### src/rtl/ntt_pkg.sv
// Shared types and elaboration-time helpers for the NTT stream loader.
package ntt_pkg;

  typedef enum logic [3:0] {
    StIdle,
    StWPulse,
    StWStream,
    StWGap,
    StDPulse,
    StDStream,
    StDGap,
    StStart,
    StWait
  } state_e;

  function automatic int unsigned ring_size(input int unsigned ring_depth);
    return 32'd1 << ring_depth;
  endfunction

  // Twiddle words per load: one block per stage plus the per-PE extras.
  function automatic int unsigned w_count(input int unsigned ring_depth,
                                          input int unsigned pe_depth);
    return (((32'd1 << (ring_depth - pe_depth)) - 32'd1) + pe_depth) << pe_depth;
  endfunction

  // Wide enough to index the longest stream with one bit of headroom.
  function automatic int unsigned cnt_width(input int unsigned wc, input int unsigned rs);
    int unsigned longest;
    longest = ((wc + 32'd2) > rs) ? (wc + 32'd2) : rs;
    return 32'($clog2(longest)) + 32'd1;
  endfunction

endpackage

### src/rtl/ntt_rd_addr_gen.sv
// Word counter plus read-ahead address generation for the coefficient buffer.
module ntt_rd_addr_gen
  import ntt_pkg::*;
#(
  parameter int unsigned ADDR_W    = 16,
  parameter int unsigned W_COUNT   = 16,
  parameter int unsigned RING_SIZE = 16,
  parameter int unsigned W_BASE    = 0,
  parameter int unsigned P_BASE    = 16,
  parameter int unsigned D_BASE    = 18,
  parameter int unsigned CNT_W     = 6
) (
  input  logic              clk_i,
  input  logic              rst_ni,
  input  state_e            state_i,
  input  state_e            state_d_i,
  output logic [CNT_W-1:0]  cnt_o,
  output logic              rd_en_o,
  output logic [ADDR_W-1:0] rd_addr_o
);

  localparam logic [CNT_W-1:0]  WLast    = CNT_W'(W_COUNT + 1);
  localparam logic [CNT_W-1:0]  WCnt     = CNT_W'(W_COUNT);
  localparam logic [CNT_W-1:0]  DLast    = CNT_W'(RING_SIZE - 1);
  localparam logic [ADDR_W-1:0] WBase    = ADDR_W'(W_BASE);
  // Params follow the twiddles in word index, so rebase them by W_COUNT.
  localparam logic [ADDR_W-1:0] PBaseAdj = ADDR_W'(P_BASE - W_COUNT);
  localparam logic [ADDR_W-1:0] DBase    = ADDR_W'(D_BASE);

  logic [CNT_W-1:0]  cnt_q, cnt_d, nxt;
  logic [CNT_W-1:0]  idx;
  logic [ADDR_W-1:0] base;
  logic              rd_en;

  assign nxt   = cnt_q + CNT_W'(1);
  assign cnt_o = cnt_q;

  // Counter restarts on every state change and advances inside streams and gaps.
  always_comb begin
    cnt_d = cnt_q;
    if (state_d_i != state_i) begin
      cnt_d = '0;
    end else if (state_i inside {StWStream, StWGap, StDStream, StDGap}) begin
      cnt_d = nxt;
    end
  end

  // Counter register.
  always_ff @(posedge clk_i or negedge rst_ni) begin
    if (!rst_ni) begin
      cnt_q <= '0;
    end else begin
      cnt_q <= cnt_d;
    end
  end

  // Read word k+1 while word k is on din; the last stream cycle reads nothing.
  always_comb begin
    rd_en = 1'b0;
    base  = '0;
    idx   = '0;
    case (state_i)
      StWPulse: begin
        rd_en = 1'b1;
        base  = WBase;
      end
      StWStream: begin
        rd_en = (cnt_q != WLast);
        base  = (nxt < WCnt) ? WBase : PBaseAdj;
        idx   = nxt;
      end
      StDPulse: begin
        rd_en = 1'b1;
        base  = DBase;
      end
      StDStream: begin
        rd_en = (cnt_q != DLast);
        base  = DBase;
        idx   = nxt;
      end
      default: ;
    endcase
    rd_en_o   = rd_en;
    rd_addr_o = rd_en ? (base + ADDR_W'(idx)) : '0;
  end

endmodule

### src/rtl/ntt_stream_loader.sv
// Sequences load pulses, gap-free word streams and start for one NTT/INTT core.
module ntt_stream_loader
  import ntt_pkg::*;
#(
  parameter int unsigned DATA_SIZE_ARB = 64,
  parameter int unsigned RING_DEPTH    = 10,
  parameter int unsigned PE_DEPTH      = 3,
  parameter int unsigned W_COUNT       = w_count(RING_DEPTH, PE_DEPTH),
  parameter int unsigned GAP           = 5,
  parameter int unsigned ADDR_W        = 16,
  parameter int unsigned W_BASE        = 0,
  parameter int unsigned P_BASE        = W_COUNT,
  parameter int unsigned D_BASE        = W_COUNT + 2
) (
  input  logic                     clk,
  input  logic                     reset,
  input  logic                     go,
  input  logic                     with_w,
  output logic                     busy,
  output logic                     job_done,
  output logic                     rd_en,
  output logic [ADDR_W-1:0]        rd_addr,
  input  logic [DATA_SIZE_ARB-1:0] rd_data,
  output logic                     load_w,
  output logic                     load_data,
  output logic                     start,
  output logic [DATA_SIZE_ARB-1:0] din,
  input  logic                     core_done
);

  localparam int unsigned RingSize = ring_size(RING_DEPTH);
  localparam int unsigned CntW     = cnt_width(W_COUNT, RingSize);
  localparam longint unsigned AddrSpace = 64'd1 << ADDR_W;

  localparam logic [CntW-1:0] WLast   = CntW'(W_COUNT + 1);
  localparam logic [CntW-1:0] DLast   = CntW'(RingSize - 1);
  localparam logic [CntW-1:0] GapLast = CntW'(GAP - 1);

  // Address wrap is unsupported, so every region must fit the buffer.
  if (RING_DEPTH <= PE_DEPTH) begin : g_bad_depth
    $error("RING_DEPTH must exceed PE_DEPTH");
  end
  if (GAP < 1 || GAP > (32'd1 << CntW)) begin : g_bad_gap
    $error("GAP must be between 1 and the counter range");
  end
  if (64'(W_BASE) + 64'(W_COUNT) > AddrSpace || 64'(P_BASE) + 64'd2 > AddrSpace ||
      64'(D_BASE) + 64'(RingSize) > AddrSpace) begin : g_bad_addr
    $error("buffer regions do not fit in ADDR_W");
  end

  state_e          state_q, state_d;
  logic [CntW-1:0] cnt;
  logic            din_vld_q;
  logic            job_done_q;

  ntt_rd_addr_gen #(
    .ADDR_W   (ADDR_W),
    .W_COUNT  (W_COUNT),
    .RING_SIZE(RingSize),
    .W_BASE   (W_BASE),
    .P_BASE   (P_BASE),
    .D_BASE   (D_BASE),
    .CNT_W    (CntW)
  ) u_rd_addr_gen (
    .clk_i    (clk),
    .rst_ni   (reset),
    .state_i  (state_q),
    .state_d_i(state_d),
    .cnt_o    (cnt),
    .rd_en_o  (rd_en),
    .rd_addr_o(rd_addr)
  );

  // State register.
  always_ff @(posedge clk or negedge reset) begin
    if (!reset) begin
      state_q <= StIdle;
    end else begin
      state_q <= state_d;
    end
  end

  // Next state; go is ignored during the job_done cycle.
  always_comb begin
    state_d = state_q;
    case (state_q)
      StIdle:    if (go && !job_done_q) state_d = with_w ? StWPulse : StDPulse;
      StWPulse:  state_d = StWStream;
      StWStream: if (cnt == WLast) state_d = StWGap;
      StWGap:    if (cnt == GapLast) state_d = StDPulse;
      StDPulse:  state_d = StDStream;
      StDStream: if (cnt == DLast) state_d = StDGap;
      StDGap:    if (cnt == GapLast) state_d = StStart;
      StStart:   state_d = StWait;
      StWait:    if (core_done) state_d = StIdle;
      default:   state_d = StIdle;
    endcase
  end

  // A read issued last cycle means a stream word is due now.
  always_ff @(posedge clk or negedge reset) begin
    if (!reset) begin
      din_vld_q  <= 1'b0;
      job_done_q <= 1'b0;
    end else begin
      din_vld_q  <= rd_en;
      job_done_q <= (state_q == StWait) && core_done;
    end
  end

  // Core-side pulses and status decoded from the current state.
  always_comb begin
    load_w    = (state_q == StWPulse);
    load_data = (state_q == StDPulse);
    start     = (state_q == StStart);
    busy      = (state_q != StIdle);
    job_done  = job_done_q;
    din       = din_vld_q ? rd_data : '0;
  end

endmodule
### config.mk
export PLATFORM = sky130hd
export DESIGN_NAME = ntt_stream_loader
export DESIGN_NICKNAME = d
export VERILOG_FILES = /design/src/rtl/ntt_pkg.sv /design/src/rtl/ntt_rd_addr_gen.sv /design/src/rtl/ntt_stream_loader.sv
export SDC_FILE = /design/constraint.sdc
export NUM_CORES = 1
export LEC_CHECK = 0
export BUFFER_PORTS_ARGS = -buffer_cell sky130_fd_sc_hd__buf_2
export CAP_MARGIN = 30
export CORE_MARGIN = 3
export CORE_UTILIZATION = 47
export CTS_CLUSTER_DIAMETER = 200
export DETAILED_ROUTE_END_ITERATION = 7
export PLACE_DENSITY_LB_ADDON = 0.2
export REMOVE_ABC_BUFFERS = 1
export SLEW_MARGIN = 20
export SYNTH_ARGS = -nofsm -noshare
export SYNTH_HDL_FRONTEND = slang
export SYNTH_SLANG_ARGS = --single-unit
### constraint.sdc
create_clock -name clk -period 6.6 [get_ports clk]
set_input_delay 0.33 -clock clk [delete_from_list [all_inputs] [get_ports clk]]
set_output_delay 0.33 -clock clk [all_outputs]
set_load 0.005 [all_outputs]
After elaboration in Yosys (flattened, before gate mapping)
Cells that the tools add are included.
{"block": "totals", "wordCells": 45, "out_inout_bits": 86, "reg_bits": 18}
{"block": "op_classes", "reduce_logical": 10, "n_addsub": 2, "eq_ne": 14, "muxes": 15}
{"op": "$mux W64", "count": 1}
{"op": "$mux W12", "count": 3}
{"op": "$pmux W4 S9", "count": 1}
{"op": "$mux W4", "count": 6}
{"op": "$eq A4 B3 Y1 const B", "count": 4}
{"op": "$mux W16", "count": 1}
{"op": "$add A11 B12 Y13", "count": 1}
{"op": "$add A12 B1 Y12 const B", "count": 1}
{"op": "$eq A12 B10 Y1 const B", "count": 1}
{"op": "$eq A12 B11 Y1 const B", "count": 1}
{"op": "$eq A12 B3 Y1 const B", "count": 1}
{"op": "$ne A12 B10 Y1 const B", "count": 1}
{"op": "$ne A12 B11 Y1 const B", "count": 1}
{"op": "$mux W11", "count": 1}
{"op": "$eq A4 B2 Y1 const B", "count": 2}
{"op": "$reduce_bool A4 Y1", "count": 2}
{"op": "$reduce_or A2 Y1", "count": 3}
{"op": "$eq A4 B1 Y1 const B", "count": 1}
{"op": "$eq A4 B4 Y1 const B", "count": 1}
{"op": "$logic_not A4 Y1", "count": 1}
{"op": "$ne A4 B4 Y1", "count": 1}
{"op": "$mux W3", "count": 1}
{"op": "$pmux W1 S3", "count": 1}
{"op": "$logic_and A1 B1 Y1", "count": 2}
{"op": "2 further kinds", "count": 2}

Depth between registers and ports, before layout
Gate-level depths: netlist of the first run.
{"block": "logic_depth", "ltp_word": 6, "depth_mapped": 10}

By module
A second synthesis of the first run with hierarchy kept.
{"block": "unflattened", "hier_cells": 307, "hier_area_um2": 2354.8}
{"mod": "ntt_rd_addr_gen", "seq_area_each_um2": 300.3, "cells_each": 187, "instances": 1, "area_per_inst_um2": 1488.9}
{"mod": "ntt_stream_loader", "seq_area_each_um2": 150.1, "cells_each": 120, "instances": 1, "area_per_inst_um2": 865.8}

Least setup slack after synthesis of the first run
Ideal clock, no wire load.
{"block": "synth_timing", "path_type": "register to output", "start": "register state_q[3]", "end": "output rd_addr[11]", "t_arrival_ps": 2341, "stages_incl_launch_ff": 10, "setup_slack_ps": 3929, "path_cell_list": "dfrtp_1 clkbuf_1 nor3_1 a21oi_1 nor2_1 ha_1 a41oi_2 nor3_2 a41oi_1 mux2i_1"}
{"block": "synth_between", "elab_chain_len": 5}
{"element": "start: declaration", "line": "ntt_stream_loader.sv:51", "text": "state_e state_q, state_d;"}
{"element": "start signal: assignment", "line": "ntt_stream_loader.sv:77", "text": "state_q <= StIdle;"}
{"element": "start signal: assignment", "line": "ntt_stream_loader.sv:79", "text": "state_q <= state_d;"}
{"element": "$eq A4 B3 Y1 / $eq A4 B2 Y1 (equally long branches)", "line": "ntt_rd_addr_gen.sv:62", "text": "case (state_i)"}
{"element": "$reduce_or A2 Y1 (no source line)"}
{"element": "$mux W11 / $mux W12 (equally long branches)", "line": "ntt_rd_addr_gen.sv:62"}
{"element": "$add A11 B12 Y13", "line": "ntt_rd_addr_gen.sv:84", "text": "rd_addr_o = rd_en ? (base + ADDR_W'(idx)) : '0;"}
{"element": "$mux W16 (*)", "line": "ntt_rd_addr_gen.sv:84"}
{"element": "end: declaration", "line": "ntt_stream_loader.sv:22", "text": "output logic [ADDR_W-1:0] rd_addr,"}
Mark *: on every way between the ends. The rest lies on a longest branch, timed or not.

Worst setup path after layout of the first run
{"block": "layout_timing", "start": "register state_q[0]", "end": "output rd_addr[12]"}
Same word-level chain as after synthesis.

==> flow_metrics.tcl, run 1 <==
set metrics [dict create \
    cts_sinks 18 \
    syn_area_sq_mm 0.00243 \
    p_leak_nw 1.63 \
    numCtsBuffers 3 \
    ys_async_sr_fraction_pct 100 \
    synth_edf_count 0 \
    clk-insertion-delay-late_ns 0.25 \
    grt_usage_pct 25.0 \
    critPathKind "flip-flop to output port" \
    vias 2705 \
    die_w_um 78.0 \
    tightest_slew_ns 0.738 \
    start_util_pct 50.2 \
    die_h_um 78.0 \
    startpoint_type "flip-flop" \
    rsz0062_at_grt "false" \
    cp_top_family "compound AO/OA/AOI/OAI gates" \
    cts_buffer_depth 2 \
    cp-end-kind "output port" \
    grt_pass1_wl_um 12400 \
    ctsHoldBuffers 0 \
    skew_ns 0.00131 \
    drcViolationCount 0 \
    antenna_left 0 \
    io_buffer_count 151 \
    core-area_sq_mm 0.00485 \
    final-hold-violation-count 18 \
    cp_slowest_cell "dfrtp_1" \
    grt_pass1_vias 2495 \
    synth_cells 315 \
    diodes 0 \
    crit_fanout 17 \
    status "complete, but fails checks" \
    cts_resized 0 \
    holdCritPathClass "primary input to asynchronous set/reset pin" \
    clkTransAtPathRegs_ns 0.07 \
    place_area_sq_mm 0.00314 \
    cp.required_ns 6.27 \
    cp.arrival_ns 3.06 \
    synth_ff_type "dfrtp_1" \
    cts_tree "done" \
    post_cts_buffers 0 \
    finalNetCount 523 \
    gp_congestion 0.913 \
    synthTopCellsByArea "dfrtp_1 19%, and2_1 17%, xor2_1 6.5%, nor2_1 4.0%, ha_1 3.6%" \
    post-route-min-period_ns 3.39 \
    hold_ws_ns -0.00661 \
    ys_ff_latch 18 \
    maxSlewHeadroom_pct 50.7 \
    ys.warnings.count 0 \
    rows 25 \
    drt_iter0_drc 145 \
    setup_viol 0 \
    grt-ovfl-total 0 \
    instances_no_fill 513 \
    wire_per_inst_um 15.4 \
    path_buf_inv 1 \
    final_layout_size_suffix_gt1_share_pct 42.6 \
    syn_to_final_growth_pct 31.3 \
    synth_top_area_share_pct 18.5 \
    stdcell_area_sq_mm 0.00319 \
    failed_checks "hold timing" \
    wirelength_um 7890 \
    hpwl_um 6480 \
    vdd_drop_max_uv 211 \
    io_pins 155 \
    cp_slowest_stage_delay_ns 0.54 \
    cts_root_buf "clkbuf_8" \
    dieArea_sq_mm 0.00608 \
    syn_area_per_cell_sq_um 7.73 \
    drt_first_pass_iters 4 \
    via_per_inst 5.27 \
    place_inst 509 \
    antenna_found_initial 0 \
    htree_num_levels 1 \
    yosysSeqAreaShare_pct 18.5 \
    max_cap_viol_count 0 \
    max_freq_ghz 0.295 \
    finalCritPeriodShare_pct 51.3 \
    finalPower_w 0.000941 \
    path_cells "nand2_1 -> nor3_1 -> a21oi_1 -> nor2_1 -> ha_1 -> a41oi_1 -> nor3_1 -> a41oi_1 -> nor2_1 -> buf_2" \
    yosys.area.top_type "dfrtp_1" \
    pwr_density_cell_mw_per_mm2 295 \
    ys_types 62 \
    slew_viol_final 0 \
    tns_ns 0 \
    grt_max_degree 65 \
]
-- where the power goes --
group          total [W]  switching [W]  internal (W)
Combinational   0.000667       0.000375      0.000292
Clock          0.0000899      0.0000369     0.0000530
Sequential      0.000184      0.0000540      0.000130
Total           0.000941       0.000466      0.000475
-- worst reg2reg max path, cell delays in order, from the launching register on --
cell	delay, ns
dfrtp_1	0.55
nor4_4	0.38
nand4b_2	0.24
o21ai_0	0.27
o21bai_1	0.10
o211ai_2	0.60
nor2_1	0.12
-- layout by cell type (no fill, tap or decap), types with 2 or more instances in the layout --
cell type	synthesis	layout
nand4_1	5	5
nor2_1	26	26
buf_2	11	151
a21oi_1	7	7
buf_4	4	2
nor2b_1	7	7
conb_1	1	3
o22ai_1	2	2
dfrtp_1	18	18
nand3b_1	2	2
or3_1	4	4
o21ai_2	2	2
nand2_1	20	20
nor3_1	9	9
o21ai_0	5	5
mux2i_1	2	2
inv_1	7	7
clkbuf_8	0	4
o31ai_1	2	2
and2_1	66	66
and3_1	4	4
nand3_1	15	15
xnor2_1	7	7
nand2b_1	2	2
xor2_1	18	18
nor2_2	11	11
and2_4	2	2
ha_1	7	7
a41oi_1	3	3
a21bo_2	2	2
-- flip-flops by register name, indices dropped and copies added (netlist names) --
name / cells
din_vld_q: 1
u_rd_addr_gen.cnt_o: 12
job_done: 1
state_q: 4
-- synth_stat cells, types with 2 or more instances --
cell	instances
buf_4	4
nand2_1	20
and2_4	2
buf_6	3
a21bo_2	2
o21ai_0	5
nor2b_1	7
o22ai_1	2
nand4_1	5
nor2_1	26
nand3_1	15
dfrtp_1	18
a21oi_1	7
and2_1	66
ha_1	7
clkbuf_1	10
buf_2	11
xnor2_1	7
mux2i_1	2
and3_1	4
o31ai_1	2
nand3b_1	2
nor3_1	9
xor2_1	18
o21ai_2	2
or3_1	4
a41oi_1	3
nand2b_1	2
inv_1	7
nor2_2	11
-- cells by family after synthesis --
family	share of synthesized area (%)
xor gates and xnor gates	9.67
other	0.154
buffers and inverters	7.51
adders and majority gates	3.60
DFF	18.5
AOI/OAI and AO/OA	13.5
muxes	0.823
and+or+nand+nor	46.3
-- path summary, 6_finish.rpt --
path                            slack [ns]                                 from  depth (start not counted)                                   to
worst max-delay path                  3.21                 state_q[0]$_DFF_PN0_                         10                          rd_addr[12]
worst min-delay path                -0.007                                reset                          1                  din_vld_q$_DFF_PN0_
worst min register to register        0.67  u_rd_addr_gen.cnt_o[11]$_DFFE_PN0P_                          2  u_rd_addr_gen.cnt_o[11]$_DFFE_PN0P_
worst max register to register        4.19   u_rd_addr_gen.cnt_o[3]$_DFFE_PN0P_                          6   u_rd_addr_gen.cnt_o[9]$_DFFE_PN0P_
min in group clk                      0.31                            core_done                          3                   job_done$_DFF_PN0_
max in group asynchronous             6.32                                reset                          1  u_rd_addr_gen.cnt_o[10]$_DFFE_PN0P_
-- layout make-up --
cell class	count	area, sq um
Fill cell	419	1650
Timing Repair Buffer	153	771
Clock buffer	4	55.1
Inverter	7	26.3
Tap cell	67	83.8
Multi-Input combinational cell	264	1810
Sequential cell	18	450
-- per-layer routing --
metal	vias to the layer above	global-route usage, %	routed length, um
li1	1319	-	-
met1	1270	32.9	3250
met2	105	41.8	3880
met3	11	4.18	609
met4	0	7.17	139
met5	-	0	0
-- stage by stage --
step                hold WS (ns)  util, %  worst slack (ns)
finish                  -0.00661     65.9              3.21
global route              0.0109     65.9              2.88
CTS                      0.00526     65.9              3.24
detailed placement         0.280     64.7              3.53
global placement           0.274     64.7              3.60
floorplan                 0.0344        -              3.91
No activity file was read; power rests on OpenSTA's default activity.
==> run 2: changes to the inputs <==
Settings changed: CORE_UTILIZATION 47 to 44.
Clock period 6.6 ns to 3.18 ns, I/O delays scaled along.
==> flow_metrics.tcl, run 2 (same netlist as run 1, synthesis figures left out) <==
set metrics [dict create \
    critPathKind "flip-flop to output port" \
    holdCritPathClass "primary input to flip-flop" \
    syn_to_final_growth_pct 35.7 \
    combPwrFrac_pct 73.6 \
    startpoint_type "flip-flop" \
    start_util_pct 46.5 \
    layout_common_cells "151 x buf_2, 66 x and2_1, 26 x nor2_1" \
    cp_slowest_cell "dfrtp_2" \
    max_freq_ghz 0.333 \
    crit_fanout 12 \
    drt_first_pass_iters 4 \
    wire_per_inst_um 17.4 \
    final-hold-violation-count 0 \
    cp.required_ns 3.02 \
    cts_root_buf "clkbuf_8" \
    cp_slowest_stage_delay_ns 0.46 \
    rows 26 \
    p_int_w 0.00107 \
    dieArea_sq_mm 0.00646 \
    hold_ws_ns 0.110 \
    clkTransAtPathRegs_ns 0.09 \
    gp_congestion 0.962 \
    skew_ns 0.0153 \
    io_pins 155 \
    max_cap_viol_count 0 \
    switchingPower_w 0.00104 \
    die_h_um 80.4 \
    antenna_left 0 \
    cts_tree "done" \
    finalCritPeriodShare_pct 94.4 \
    power_frac_clock_pct 9.5 \
    grt_max_degree 44 \
    cp_top_family "compound AO/OA/AOI/OAI gates" \
    final_common_cell "buf_2" \
    place_area_sq_mm 0.00322 \
    tightest_slew_ns 0.774 \
    path_cells "nand4bb_1 -> a21bo_2 -> and2_1 -> ha_1 -> ha_1 -> a41oi_2 -> nor3_2 -> a41oi_1 -> mux2i_1 -> buf_2" \
    die_w_um 80.4 \
    grt_pass1_vias 2487 \
    cts_sinks 18 \
    stdcell_area_sq_mm 0.00330 \
    rsz0062_at_grt "true" \
    seq_power_share_pct 16.9 \
    grt_pass1_wl_um 13400 \
    drt_iter0_drc 130 \
    finalNetCount 533 \
    switching_share_pct 49.2 \
    wirelength_um 9150 \
    largest_reg_flops 12 \
    grt_usage_pct 27.2 \
    core-area_sq_mm 0.00524 \
    cp-end-kind "output port" \
    crit_path_frequent_cell "ha_1" \
    cp.arrival_ns 2.84 \
    via_per_inst 5.22 \
    p_leak_nw 1.69 \
    antenna_found_initial 1 \
    vias 2749 \
    nFillCells 483 \
    io_buffer_count 151 \
    setup_viol 0 \
    slew_viol_final 0 \
    htree_num_levels 1 \
    vdd_drop_max_uv 400 \
    path_buf_inv 1 \
    hpwl_um 7800 \
    cts_buffer_depth 2 \
    final_layout_size_suffix_gt1_share_pct 44.1 \
    numCtsBuffers 3 \
    grt-ovfl-total 0 \
    maxSlewHeadroom_pct 48.3 \
    clk-insertion-delay-late_ns 0.27 \
    pwr_density_cell_mw_per_mm2 639 \
    post-route-min-period_ns 3.00 \
    status "completed" \
    drcViolationCount 0 \
]
-- run 2: path summary, 6_finish.rpt --
check,startpoint,to,slack (ns),cells after the start
min in group asynchronous,reset,u_rd_addr_gen.cnt_o[8]$_DFFE_PN0P_,0.35,2
worst max register to register,u_rd_addr_gen.cnt_o[1]$_DFFE_PN0P_,u_rd_addr_gen.cnt_o[9]$_DFFE_PN0P_,0.78,8
max in group asynchronous,reset,state_q[2]$_DFF_PN0_,2.50,2
worst min register to register,u_rd_addr_gen.cnt_o[11]$_DFFE_PN0P_,u_rd_addr_gen.cnt_o[11]$_DFFE_PN0P_,0.65,2
worst min-delay path,core_done,job_done$_DFF_PN0_,0.11,3
worst max-delay path,state_q[2]$_DFF_PN0_,rd_addr[11],0.18,10
-- run 2: layout make-up --
class | count | area (sq um) | share of cell area (%)
inverters | 7 | 26.3 | 0.796
diodes | 1 | 2.50 | 0.0758
well taps | 70 | 87.6 | 2.65
multi-input cells | 264 | 1810 | 54.8
flip-flops and latches | 18 | 452 | 13.7
clock buffers | 4 | 55.1 | 1.67
repair buffers | 163 | 868 | 26.3
-- run 2: timing repair --
action                     in CTS  in global routing
setup endpoints to repair       0                  6
buffers inserted                0                  2
hold buffers                    1                  0
gates resized for setup         0                  2
hold endpoints to repair       18                  0
-- run 2: power by group through the flow --
stage / combinational [W] / sequential [W] / clock, W
after CTS: 0.00154 / 0.000366 / 0.000206
after global routing: 0.00171 / 0.000369 / 0.000215
after detailed placement: 0.00154 / 0.000370 / 0
after global placement: 0.00144 / 0.000400 / 0
after floorplan: 0.000798 / 0.000402 / 0
final: 0.00155 / 0.000357 / 0.000200
-- run 2: stage by stage --
step                std cells   TNS, ns  utilization (%)  total power [W]  setup slack, ns
detailed placement        519         0             61.4          0.00191            0.341
finish                    527         0             63.0          0.00211            0.177
global route              527  -0.00211             63.0          0.00229         -0.00211
floorplan                 289         0                -          0.00120            0.660
global placement          518         0             60.9          0.00184            0.411
CTS                       524         0             62.6          0.00212           0.0214
-- run 2: metal layers --
| metal | track usage [%] | wire length, um | up-vias |
|---|---|---|---|
| met5 | 0 | 0 | - |
| met4 | 8.45 | 214 | 0 |
| met3 | 4.60 | 721 | 13 |
| met2 | 42.5 | 4330 | 103 |
| met1 | 37.8 | 3870 | 1298 |
| li1 | - | - | 1335 |
-- run 2: tightest hold or removal path, delay by kind of cell --
family                 cells  cell delay [ns]
and+or+nand+nor            2             0.09
buffers and inverters      1             0.11
